**src/rtl/axis_pixel_proc_pkg.sv**
```systemverilog
// Shared definitions for the AXI-Stream pixel processor: register map, bit
// indices, pixel operation codes and the frame FSM state type.
package axis_pixel_proc_pkg;

  localparam logic [7:0] REG_CTRL   = 8'h00;
  localparam logic [7:0] REG_STATUS = 8'h04;
  localparam logic [7:0] REG_IER    = 8'h08;
  localparam logic [7:0] REG_ISR    = 8'h0C;
  localparam logic [7:0] REG_WIDTH  = 8'h10;
  localparam logic [7:0] REG_HEIGHT = 8'h14;
  localparam logic [7:0] REG_THRESH = 8'h18;

  localparam int CTRL_START   = 0;
  localparam int CTRL_AUTO    = 1;
  localparam int CTRL_MODE_LO = 2;

  localparam int IRQ_DONE     = 0;
  localparam int IRQ_LINE_ERR = 1;

  typedef enum logic [1:0] {
    MODE_PASS   = 2'b00,
    MODE_INVERT = 2'b01,
    MODE_THRESH = 2'b10,
    MODE_RSVD   = 2'b11
  } mode_e;

  typedef enum logic [1:0] {
    ST_IDLE,
    ST_RUN,
    ST_DRAIN,
    ST_DONE
  } state_e;

  // Merge an AXI-Lite write into the current register image byte by byte.
  function automatic logic [31:0] apply_wstrb(input logic [31:0] cur,
                                              input logic [31:0] wdata,
                                              input logic [3:0]  wstrb);
    logic [31:0] r;
    r = cur;
    for (int b = 0; b < 4; b++) begin
      if (wstrb[b]) r[b*8 +: 8] = wdata[b*8 +: 8];
    end
    return r;
  endfunction

endpackage

```
**src/rtl/axis_skid_buffer.sv**
```systemverilog
// Two-entry registered output buffer: one cycle of latency, full throughput,
// and ready toward the producer depends only on occupancy.
module axis_skid_buffer #(
  parameter int DATA_W = 34
) (
  input  logic              clk,
  input  logic              rst_n,
  input  logic              in_valid,
  output logic              in_ready,
  input  logic [DATA_W-1:0] in_data,
  output logic              out_valid,
  input  logic              out_ready,
  output logic [DATA_W-1:0] out_data
);

  logic [DATA_W-1:0] mem [2];
  logic              wr_ptr;
  logic              rd_ptr;
  logic [1:0]        count;
  logic              push;
  logic              pop;

  assign in_ready  = (count != 2'd2);
  assign out_valid = (count != 2'd0);
  assign out_data  = mem[rd_ptr];
  assign push      = in_valid && in_ready;
  assign pop       = out_valid && out_ready;

  // NOTE: the storage is reset too, so the data bus reads zero out of reset
  // instead of whatever the flops power up with.
  always_ff @(posedge clk or negedge rst_n) begin
    if (!rst_n) begin
      mem[0] <= '0;
      mem[1] <= '0;
      wr_ptr <= 1'b0;
      rd_ptr <= 1'b0;
      count  <= 2'd0;
    end else begin
      if (push) begin
        mem[wr_ptr] <= in_data;
        wr_ptr      <= ~wr_ptr;
      end
      if (pop) rd_ptr <= ~rd_ptr;
      count <= count + 2'(push) - 2'(pop);
    end
  end

endmodule

```
**src/rtl/axis_pixel_proc_core.sv**
```systemverilog
// AXI-Stream pixel processor (pass / invert / threshold) with AXI-Lite control.
// Optional macro AXIS_PIXEL_SOF_SYNC_EN: drop input beats until the first TUSER beat.
module axis_pixel_proc_core
  import axis_pixel_proc_pkg::*;
#(
  parameter int PIXEL_W = 8,
  parameter int PPC     = 4,
  parameter int DIM_W   = 12,
  parameter int ADDR_W  = 5
) (
  input  logic                   aclk,
  input  logic                   aresetn,
  input  logic [ADDR_W-1:0]      s_axi_CONTROL_BUS_AWADDR,
  input  logic                   s_axi_CONTROL_BUS_AWVALID,
  output logic                   s_axi_CONTROL_BUS_AWREADY,
  input  logic [31:0]            s_axi_CONTROL_BUS_WDATA,
  input  logic [3:0]             s_axi_CONTROL_BUS_WSTRB,
  input  logic                   s_axi_CONTROL_BUS_WVALID,
  output logic                   s_axi_CONTROL_BUS_WREADY,
  output logic [1:0]             s_axi_CONTROL_BUS_BRESP,
  output logic                   s_axi_CONTROL_BUS_BVALID,
  input  logic                   s_axi_CONTROL_BUS_BREADY,
  input  logic [ADDR_W-1:0]      s_axi_CONTROL_BUS_ARADDR,
  input  logic                   s_axi_CONTROL_BUS_ARVALID,
  output logic                   s_axi_CONTROL_BUS_ARREADY,
  output logic [31:0]            s_axi_CONTROL_BUS_RDATA,
  output logic [1:0]             s_axi_CONTROL_BUS_RRESP,
  output logic                   s_axi_CONTROL_BUS_RVALID,
  input  logic                   s_axi_CONTROL_BUS_RREADY,
  output logic                   interrupt,
  input  logic                   INPUT_STREAM_TVALID,
  output logic                   INPUT_STREAM_TREADY,
  input  logic [PIXEL_W*PPC-1:0] INPUT_STREAM_TDATA,
  input  logic                   INPUT_STREAM_TUSER,
  input  logic                   INPUT_STREAM_TLAST,
  output logic                   OUTPUT_STREAM_TVALID,
  input  logic                   OUTPUT_STREAM_TREADY,
  output logic [PIXEL_W*PPC-1:0] OUTPUT_STREAM_TDATA,
  output logic [PIXEL_W*PPC/8-1:0] OUTPUT_STREAM_TKEEP,
  output logic [PIXEL_W*PPC/8-1:0] OUTPUT_STREAM_TSTRB,
  output logic                   OUTPUT_STREAM_TUSER,
  output logic                   OUTPUT_STREAM_TLAST
);

  localparam int DATA_W = PIXEL_W * PPC;

  logic               auto_restart;
  mode_e              mode;
  logic [1:0]         ier, isr, isr_set, isr_clr;
  logic [DIM_W-1:0]   width, height;
  logic [PIXEL_W-1:0] thresh;

  state_e             state;
  logic [DIM_W-1:0]   col, row;
  mode_e              frame_mode;
  logic [PIXEL_W-1:0] frame_thresh;

  logic               wr_en, rd_en, start_pulse, dims_zero;
  logic [31:0]        wr_val;
  logic               in_hs, beat_take, at_eol, at_last_row, sof_wait, drop;
  logic               buf_in_ready, buf_out_valid;
  logic [DATA_W-1:0]  proc_data;
  logic [PIXEL_W-1:0] pix;
  logic               unused_ok;

  function automatic logic [31:0] reg_read(input logic [ADDR_W-1:0] addr);
    logic [31:0] v;
    v = '0;
    case (addr)
      ADDR_W'(REG_CTRL):   v = {28'd0, mode, auto_restart, 1'b0};
      ADDR_W'(REG_STATUS): v = {29'd0, sof_wait, state != ST_IDLE, state == ST_IDLE};
      ADDR_W'(REG_IER):    v = {30'd0, ier};
      ADDR_W'(REG_ISR):    v = {30'd0, isr};
      ADDR_W'(REG_WIDTH):  v = 32'(width);
      ADDR_W'(REG_HEIGHT): v = 32'(height);
      ADDR_W'(REG_THRESH): v = 32'(thresh);
      default:             v = '0;
    endcase
    return v;
  endfunction

  assign wr_en  = s_axi_CONTROL_BUS_AWREADY && s_axi_CONTROL_BUS_AWVALID && s_axi_CONTROL_BUS_WVALID;
  assign rd_en  = s_axi_CONTROL_BUS_ARREADY && s_axi_CONTROL_BUS_ARVALID;
  assign wr_val = apply_wstrb(reg_read(s_axi_CONTROL_BUS_AWADDR), s_axi_CONTROL_BUS_WDATA,
                              s_axi_CONTROL_BUS_WSTRB);
  assign start_pulse = wr_en && (s_axi_CONTROL_BUS_AWADDR == ADDR_W'(REG_CTRL)) && wr_val[CTRL_START];
  assign isr_clr = (wr_en && (s_axi_CONTROL_BUS_AWADDR == ADDR_W'(REG_ISR)) && s_axi_CONTROL_BUS_WSTRB[0])
                   ? s_axi_CONTROL_BUS_WDATA[1:0] : 2'b00;
  assign dims_zero = (width == '0) || (height == '0);

  assign s_axi_CONTROL_BUS_BRESP = 2'b00;
  assign s_axi_CONTROL_BUS_RRESP = 2'b00;
  assign unused_ok = ^{wr_val, INPUT_STREAM_TUSER};

  // NOTE: every sequential block uses non-blocking assignments so all flops
  // see the same pre-edge values regardless of evaluation order.
  always_ff @(posedge aclk or negedge aresetn) begin
    if (!aresetn) begin
      s_axi_CONTROL_BUS_AWREADY <= 1'b0;
      s_axi_CONTROL_BUS_WREADY  <= 1'b0;
      s_axi_CONTROL_BUS_BVALID  <= 1'b0;
      s_axi_CONTROL_BUS_ARREADY <= 1'b0;
      s_axi_CONTROL_BUS_RVALID  <= 1'b0;
      s_axi_CONTROL_BUS_RDATA   <= '0;
      auto_restart <= 1'b0;
      mode         <= MODE_PASS;
      ier          <= '0;
      isr          <= '0;
      width        <= '0;
      height       <= '0;
      thresh       <= '0;
      interrupt    <= 1'b0;
    end else begin
      // Ready pulses for exactly one cycle; the handshake lands on the next edge.
      s_axi_CONTROL_BUS_AWREADY <= !s_axi_CONTROL_BUS_AWREADY && s_axi_CONTROL_BUS_AWVALID &&
                                   s_axi_CONTROL_BUS_WVALID && !s_axi_CONTROL_BUS_BVALID;
      s_axi_CONTROL_BUS_WREADY  <= !s_axi_CONTROL_BUS_AWREADY && s_axi_CONTROL_BUS_AWVALID &&
                                   s_axi_CONTROL_BUS_WVALID && !s_axi_CONTROL_BUS_BVALID;
      s_axi_CONTROL_BUS_ARREADY <= !s_axi_CONTROL_BUS_ARREADY && s_axi_CONTROL_BUS_ARVALID &&
                                   !s_axi_CONTROL_BUS_RVALID;
      if (s_axi_CONTROL_BUS_BVALID && s_axi_CONTROL_BUS_BREADY) s_axi_CONTROL_BUS_BVALID <= 1'b0;
      if (wr_en) begin
        s_axi_CONTROL_BUS_BVALID <= 1'b1;
        case (s_axi_CONTROL_BUS_AWADDR)
          ADDR_W'(REG_CTRL): begin
            auto_restart <= wr_val[CTRL_AUTO];
            mode         <= mode_e'(wr_val[CTRL_MODE_LO +: 2]);
          end
          ADDR_W'(REG_IER):    ier    <= wr_val[1:0];
          ADDR_W'(REG_WIDTH):  width  <= wr_val[DIM_W-1:0];
          ADDR_W'(REG_HEIGHT): height <= wr_val[DIM_W-1:0];
          ADDR_W'(REG_THRESH): thresh <= wr_val[PIXEL_W-1:0];
          default: ;
        endcase
      end
      if (rd_en) begin
        s_axi_CONTROL_BUS_RVALID <= 1'b1;
        s_axi_CONTROL_BUS_RDATA  <= reg_read(s_axi_CONTROL_BUS_ARADDR);
      end else if (s_axi_CONTROL_BUS_RVALID && s_axi_CONTROL_BUS_RREADY) begin
        s_axi_CONTROL_BUS_RVALID <= 1'b0;
      end
      // Hardware set wins over a simultaneous software clear.
      isr       <= (isr & ~isr_clr) | isr_set;
      interrupt <= |(isr & ier);
    end
  end

  assign INPUT_STREAM_TREADY = (state == ST_RUN) && buf_in_ready;
  assign in_hs       = INPUT_STREAM_TVALID && INPUT_STREAM_TREADY;
  assign beat_take   = in_hs && !drop;
  assign at_eol      = (col == width - 1'b1);
  assign at_last_row = (row == height - 1'b1);

`ifdef AXIS_PIXEL_SOF_SYNC_EN
  assign sof_wait = (state == ST_RUN) && (col == '0) && (row == '0);
  assign drop     = sof_wait && !INPUT_STREAM_TUSER;
`else
  assign sof_wait = 1'b0;
  assign drop     = 1'b0;
`endif

  assign isr_set[IRQ_DONE]     = (state == ST_DONE);
  assign isr_set[IRQ_LINE_ERR] = (beat_take && (INPUT_STREAM_TLAST != at_eol)) ||
                                 ((state == ST_IDLE) && start_pulse && dims_zero);

  always_ff @(posedge aclk or negedge aresetn) begin
    if (!aresetn) begin
      state        <= ST_IDLE;
      col          <= '0;
      row          <= '0;
      frame_mode   <= MODE_PASS;
      frame_thresh <= '0;
    end else begin
      case (state)
        ST_IDLE: if (start_pulse) begin
          col          <= '0;
          row          <= '0;
          frame_mode   <= mode_e'(wr_val[CTRL_MODE_LO +: 2]);
          frame_thresh <= thresh;
          state        <= dims_zero ? ST_DONE : ST_RUN;
        end
        ST_RUN: if (beat_take) begin
          if (at_eol) begin
            col <= '0;
            if (at_last_row) begin
              row   <= '0;
              state <= ST_DRAIN;
            end else begin
              row <= row + 1'b1;
            end
          end else begin
            col <= col + 1'b1;
          end
        end
        ST_DRAIN: if (!buf_out_valid) state <= ST_DONE;
        default: begin
          if (auto_restart && !dims_zero) begin
            col          <= '0;
            row          <= '0;
            frame_mode   <= mode;
            frame_thresh <= thresh;
            state        <= ST_RUN;
          end else begin
            state <= ST_IDLE;
          end
        end
      endcase
    end
  end

  // NOTE: outputs get a default before the loop so no path leaves them unassigned.
  always_comb begin
    proc_data = '0;
    pix       = '0;
    for (int i = 0; i < PPC; i++) begin
      pix = INPUT_STREAM_TDATA[i*PIXEL_W +: PIXEL_W];
      case (frame_mode)
        MODE_INVERT: proc_data[i*PIXEL_W +: PIXEL_W] = ~pix;
        MODE_THRESH: proc_data[i*PIXEL_W +: PIXEL_W] = (pix >= frame_thresh) ? {PIXEL_W{1'b1}} : '0;
        default:     proc_data[i*PIXEL_W +: PIXEL_W] = pix;
      endcase
    end
  end

  axis_skid_buffer #(.DATA_W(DATA_W + 2)) u_out_buf (
    .clk       (aclk),
    .rst_n     (aresetn),
    .in_valid  (beat_take),
    .in_ready  (buf_in_ready),
    .in_data   ({(col == '0) && (row == '0), at_eol, proc_data}),
    .out_valid (buf_out_valid),
    .out_ready (OUTPUT_STREAM_TREADY),
    .out_data  ({OUTPUT_STREAM_TUSER, OUTPUT_STREAM_TLAST, OUTPUT_STREAM_TDATA})
  );

  assign OUTPUT_STREAM_TVALID = buf_out_valid;
  assign OUTPUT_STREAM_TKEEP  = '1;
  assign OUTPUT_STREAM_TSTRB  = '1;

endmodule
```
**config.mk**
```make
export PLATFORM = sky130hd
export DESIGN_NAME = axis_pixel_proc_core
export DESIGN_NICKNAME = d
export VERILOG_FILES = /design/src/rtl/axis_pixel_proc_pkg.sv /design/src/rtl/axis_skid_buffer.sv /design/src/rtl/axis_pixel_proc_core.sv
export SDC_FILE = /design/constraint.sdc
export NUM_CORES = 1
export LEC_CHECK = 0
export ABC_AREA = 0
export CORE_MARGIN = 2
export CORE_UTILIZATION = 30
export CTS_CLUSTER_DIAMETER = 50
export DETAILED_ROUTE_END_ITERATION = 10
export PLACE_DENSITY = 0.46
export SYNTH_ARGS = -nofsm -noshare
export SYNTH_HDL_FRONTEND = slang
export SYNTH_HIERARCHICAL = 1
export SYNTH_SLANG_ARGS = --single-unit
```
**constraint.sdc**
```tcl
create_clock -name aclk -period 8.4 [get_ports aclk]
set_input_delay 1.26 -clock aclk [delete_from_list [all_inputs] [get_ports aclk]]
set_output_delay 1.26 -clock aclk [all_outputs]
set_load 0.02 [all_outputs]
```
Yosys cells after proc, flatten, opt, wreduce, memory -nomap -nowiden
Index checks and enable logic that the tools add are counted.
- register bits: 184
- output and inout bits: 86
- $lt $le $gt $ge: 7
- add/subtract/negate cells: 6
- bitwise operators: 14
- mux-type cells: 46
- reductions and logical operators: 55
- equal/unequal tests: 26
- operators by type and width (cell ; number):
    one-hot mux 12 bit (7 select lines) ; 2
    2-to-1 mux 34 bit ; 4
    2-to-1 mux 12 bit ; 7
    one-hot mux 8 bit (2 select lines) ; 5
    one-hot mux 12 bit (3 select lines) ; 2
    bitwise mux 68 bit ; 1
    2-to-1 mux 8 bit ; 7
    zero test 12 bit ; 4
    demux 34 bit (select 1 bit) ; 1
    greater-or-equal comparator 8 bit ; 4
    inverter 8 bit ; 4
    equality test 5 bit, second input constant ; 6
    adder 12 x 1 -> 12 bit, second input constant ; 2
    equality test 12 bit ; 2
    logical AND 1 bit ; 24
    subtractor 12 x 1 -> 12 bit, second input constant ; 2
    equality test 5 x 4 -> 1 bit, second input constant ; 4
    2-to-1 mux 2 bit ; 9
    inequality test 2 bit, second input constant ; 6
    equality test 5 x 3 -> 1 bit, second input constant ; 2
    zero test 5 bit ; 2
    AND reduction 2 bit ; 5
    AND reduction 5 bit ; 2
    nonzero test 2 bit ; 5
    other kinds (23) ; 42

Longest topological paths before layout
- word-level depth: 8
- depth in mapped cells: 12
- mapped depth without buffers: 11

Cells and area by module
Netlist, hierarchy kept.
- by module, submodules not included (module ; cells each ; times used ; area an instance (um^2)):
    axis_pixel_proc_core ; 871 ; 1 ; 7424.6
    axis_skid_buffer ; 199 ; 1 ; 3445.8

Worst setup path after synthesis
No wires, ideal clock.
- path type: input to register
- start point: input s_axi_CONTROL_BUS_AWADDR[2]
- end point: register frame_mode[0]
- stages: 8
- path buffers: 1
- arrival: 3.441 ns
- setup slack: 4.834 ns
- cells stage by stage: clkbuf_1 -> nor2b_1 -> a221oi_1 -> o31ai_1 -> nand2b_1 -> mux2_2 -> nor2_1 -> mux2_2
- word-level cells in the longest chain between the ends: 6
- elaborated cells on any way between the ends: 15
- classes of those cells: eq/ne (7); mux (4); reduce/logical (4)
- RTL lines (what ; line ; source):
    from (decl) ; axis_pixel_proc_core.sv:13 ; input logic [ADDR_W-1:0] s_axi_CONTROL_BUS_AWADDR,
    equality test 5 bit, or another cell as far along ; axis_pixel_proc_core.sv:69 ; case (addr)
    one-hot mux 12 bit (7 select lines) ; axis_pixel_proc_core.sv:69 ;
    2-to-1 mux 8 bit ; axis_pixel_proc_pkg.sv:41 ; if (wstrb[b]) r[b*8 +: 8] = wdata[b*8 +: 8];
    logical AND 1 bit ; axis_pixel_proc_core.sv:86 ; assign start_pulse = wr_en && (s_axi_CONTROL_BUS_AWADDR == ADDR_W'(REG_CTRL)) && wr_val[CTRL_START];
    inequality test 2 bit (no line) ; n/a ;
    AND reduction 3 bit (no line) ; n/a ;
    to (signal assigned) ; axis_pixel_proc_core.sv:178 ; frame_mode <= mode_e'(wr_val[CTRL_MODE_LO +: 2]);
    to (signal assigned) ; axis_pixel_proc_core.sv:200 ; frame_mode <= mode;
    to (decl) ; axis_pixel_proc_core.sv:55 ; mode_e frame_mode;
Parallel ways exist; a longest one is shown, timed or not. The select of a mux whose other input is x is not followed.
A chain may end at the register's enable or synchronous reset.

Final worst setup path
- start point: input s_axi_CONTROL_BUS_AWADDR[3]
- end point: register frame_thresh[1]
- word-level cells in the longest chain between the ends: 6
- elaborated cells on any way between the ends: 13
- classes of those cells: eq/ne (7); mux (2); reduce/logical (4)
- RTL lines (what ; line ; source):
    equality test 5 bit, or another cell as far along ; axis_pixel_proc_core.sv:69 ;
    one-hot mux 12 bit (7 select lines) ; axis_pixel_proc_core.sv:69 ;
    2-to-1 mux 8 bit ; axis_pixel_proc_pkg.sv:41 ;
    logical AND 1 bit * ; axis_pixel_proc_core.sv:86 ;
    inequality test 2 bit (no line) * ; n/a ;
    AND reduction 3 bit (no line) * ; n/a ;
    to (signal assigned) ; axis_pixel_proc_core.sv:179 ; frame_thresh <= thresh;
    to (signal assigned) ; axis_pixel_proc_core.sv:201 ; frame_thresh <= thresh;
    to (decl) ; axis_pixel_proc_core.sv:56 ; logic [PIXEL_W-1:0] frame_thresh;
Mark *: on every way between the ends. The rest lies on a longest branch, timed or not.

==> results.py <==
metrics = {
    "cts": {
        "clk_pin_slew_ps": 70,
        "htreeDepth": 4,
        "post-cts-setup-buffers": 0,
        "cts.sinks": 164,
        "cts_tree": "built",
        "worstSkewPairLatency_ps": 440,
        "cts_resized": 0,
        "cts_buffer_depth": 2,
        "root_buffer": "clkbuf_16",
        "holdBufCountCts": 0,
        "cts_buffers": 17,
    },
    "worst_hold_path": {
        "hold_depth": 1,
        "worstHoldStart": "s_axi_CONTROL_BUS_RVALID",
        "worstHoldPathType": "reg2reg",
        "min_to": "s_axi_CONTROL_BUS_ARREADY",
    },
    "synth": {
        "synth-seq-area-share_pct": 37.75,
        "synth_area_mm2": 0.01087,
        "synth.yosys.warnings": 6,
        "synth_seq_cells": 164,
        "avgSynthCellArea_um2": 10.16,
        "synthFlopType": "dfrtp_1",
        "async_reset_ff_share_pct": 100.0,
        "syn_inst": 1070,
        "synth_edf_count": 0,
        "synthDistinctLibCells": 76,
    },
    "critical_path": {
        "slowest_delay_ps": 990,
        "critical_path_class": "in2reg",
        "r2r_start": "height[5]",
        "cp_slowest_cell": "clkdlybuf4s50_1",
        "ff2ff_setup_slack_ps": 4760,
        "worst_ep_arrival_time_ps": 4970,
        "cp_cell_sequence": "clkdlybuf4s50_1 -> and2b_1 -> a221oi_1 -> o31ai_1 -> nand2b_1 -> mux2_2 -> nor2_1 -> mux2_2",
        "worst-path-max-fanout": 19,
        "required_ps": 8720,
        "reg2reg_depth": 7,
        "regToRegEndpoint": "row[3]",
        "cp-start-kind": "input pin",
        "crit_path_end_kind": "flip-flop",
        "crit_top_cell": "mux2_2",
    },
    "die": {
        "die_area_mm2": 0.03777,
        "core-area_mm2": 0.03566,
        "start_util_pct": 30.49,
        "die_w_um": 194.4,
        "ioPinCount": 175,
        "dieHeight_um": 194.4,
        "rows": 69,
    },
    "routing": {
        "vias_per_cell": 5.037,
        "vias": 8119,
        "wirelength_um": 30970,
        "drt-initial-drc-count": 493,
        "ant_nets": 0,
        "post_drt_wl_per_cell_um": 19.21,
        "drt-pass1-iter-count": 11,
        "drc": 30,
    },
    "timing": {
        "tightest_slew_ps": 1204,
        "slew_violations": 0,
        "tns_ps": 0,
        "fmaxAchievable_ghz": 0.2151,
        "rsz0062_at_grt": "no",
        "slew_headroom_pct": 17.68,
        "min_period_ps": 4650,
        "hold_viol_final": 0,
        "finClkSkew_ps": 15.34,
        "final.period_utilization_pct": 55.36,
        "setup_viol": 0,
    },
    "finish": {
        "area_delta_synth_final_pct": 17.60,
        "final_cell_mix": "164 x dfrtp_1, 118 x clkdlybuf4s50_1, 74 x o21ai_0",
        "final_cells": 1612,
        "final_common_cell": "dfrtp_1",
        "final_nets": 1275,
        "drive_above_1_share_pct": 16.00,
    },
    "grt": {
        "grt_pass1_vias": 8380,
        "antenna_found_initial": 4,
        "overflow": 0,
        "grt_max_degree": 92,
        "grtUsageTotal_pct": 16.68,
        "grt_first_pass_wirelength_um": 49250,
    },
    "power": {
        "leakage_nw": 5.348,
        "pwr_density_cell_mw_per_mm2": 291.4,
        "ir_drop_uv": 155.1,
    },
    "status": {
        "outcome": "finished, violations left",
        "violations": "DRC",
    },
    "flow_run": {
        "maxCapViolCount": 0,
    },
    "place": {
        "hpwl_um": 22080,
        "dp_cells": 1581,
        "gp_congestion": 0.7746,
        "port_buffers": 119,
    },
}
==> worst max path at each step <==
| stage | slack [ps] | depth (start not counted) | to | startpoint |
|---|---|---|---|---|
| floorplan | 4830 | 8 | frame_mode[0] | s_axi_CONTROL_BUS_AWADDR[2] |
| global placement | 3370 | 8 | frame_thresh[5] | s_axi_CONTROL_BUS_AWADDR[3] |
| detailed placement | 3350 | 8 | frame_thresh[5] | s_axi_CONTROL_BUS_AWADDR[3] |
| CTS | 3790 | 8 | frame_thresh[1] | s_axi_CONTROL_BUS_AWADDR[3] |
| global route | 3540 | 8 | frame_thresh[1] | s_axi_CONTROL_BUS_AWADDR[3] |
| finish | 3750 | 8 | frame_thresh[1] | s_axi_CONTROL_BUS_AWADDR[3] |
==> critical path, delay by kind of cell <==
| kind | cells | cell delay, ps |
|---|---|---|
| AO/OA/AOI/OAI | 2 | 760 |
| buffers and inverters | 1 | 990 |
| multiplexers | 2 | 710 |
| AND/OR/NAND/NOR | 3 | 1240 |
==> through the flow <==
step | utilization (%) | setup WS, ps | total power, mW | area (um^2) | hold WS (ps)
after CTS | 35.85 | 3794 | 3.777 | 12780 | 458.4
after floorplan | - | 4834 | 2.376 | 10980 | 452.0
after global routing | 35.85 | 3535 | 3.962 | 12780 | 475.6
after detailed placement | 34.18 | 3350 | 2.929 | 12190 | 449.8
after global placement | 34.18 | 3373 | 2.917 | 12190 | 448.8
final | 35.85 | 3750 | 3.725 | 12780 | 456.2
==> layout make-up <==
class	instances	area, um^2
antenna	1	2.502
clock buffer	19	442.9
clock inverter	11	152.6
fill	3592	22870
inverter	43	161.4
multi-input combinational	783	6068
sequential	164	4104
tap	461	576.8
timing repair buffer	130	1275
==> layer usage <==
layer  routed length, um  GRT usage (%)
met1               14880          22.76
met2               14800          27.96
met3                1010          2.811
met4                 261          3.134
met5                  13              0
==> cell usage after synthesis, types with 11 or more instances <==
library cell / instances / area share [%]
nand2_1: 60 / 2.1
nand2b_1: 11 / 0.63
mux2i_1: 16 / 1.5
buf_4: 33 / 2.3
dfrtp_1: 164 / 38
nor3b_1: 17 / 1.2
nor2_1: 70 / 2.4
a21o_1: 14 / 0.97
xor2_1: 17 / 1.4
nand3_1: 23 / 1.1
ha_1: 47 / 5.4
mux2_2: 63 / 6.5
a22oi_1: 13 / 0.90
a21oi_1: 38 / 1.7
nor3_1: 14 / 0.64
inv_1: 43 / 1.5
xnor2_1: 19 / 1.5
and3_1: 14 / 0.81
clkbuf_1: 57 / 2.0
a211oi_1: 34 / 2.3
o21ai_0: 74 / 3.4
mux2_4: 60 / 8.3
==> where the power goes <==
group	internal (mW)	switching [mW]	total (mW)
clock network	0.475	0.348	0.823
registers	1.01	0.187	1.20
logic	0.864	0.842	1.71
==> cells by family (layout without fill, tap and decap cells) <==
| logic type | after synthesis | after routing | share of synthesized area, % |
|---|---|---|---|
| AND/OR/NAND/NOR | 266 | 266 | 12.87 |
| AO/OA/AOI/OAI | 258 | 258 | 16.19 |
| flip-flops | 164 | 164 | 37.75 |
| buffers and inverters | 153 | 203 | 7.689 |
| multiplexers | 143 | 143 | 16.91 |
| adder cells (fa/ha/maj) | 47 | 47 | 5.410 |
| XOR/XNOR | 37 | 37 | 3.108 |
| other | 2 | 33 | 0.06909 |
==> registers in the layout, indices dropped and copies added, names as in the netlist, 2 cells and up <==
register                 flops
row                         12
u_out_buf/mem               68
col                         12
s_axi_CONTROL_BUS_RDATA     12
u_out_buf/count              2
frame_thresh                 8
mode                         2
thresh                       8
frame_mode                   2
width                       12
ier                          2
isr                          2
height                      12
state                        2
Power figures use the tool's default switching activity.
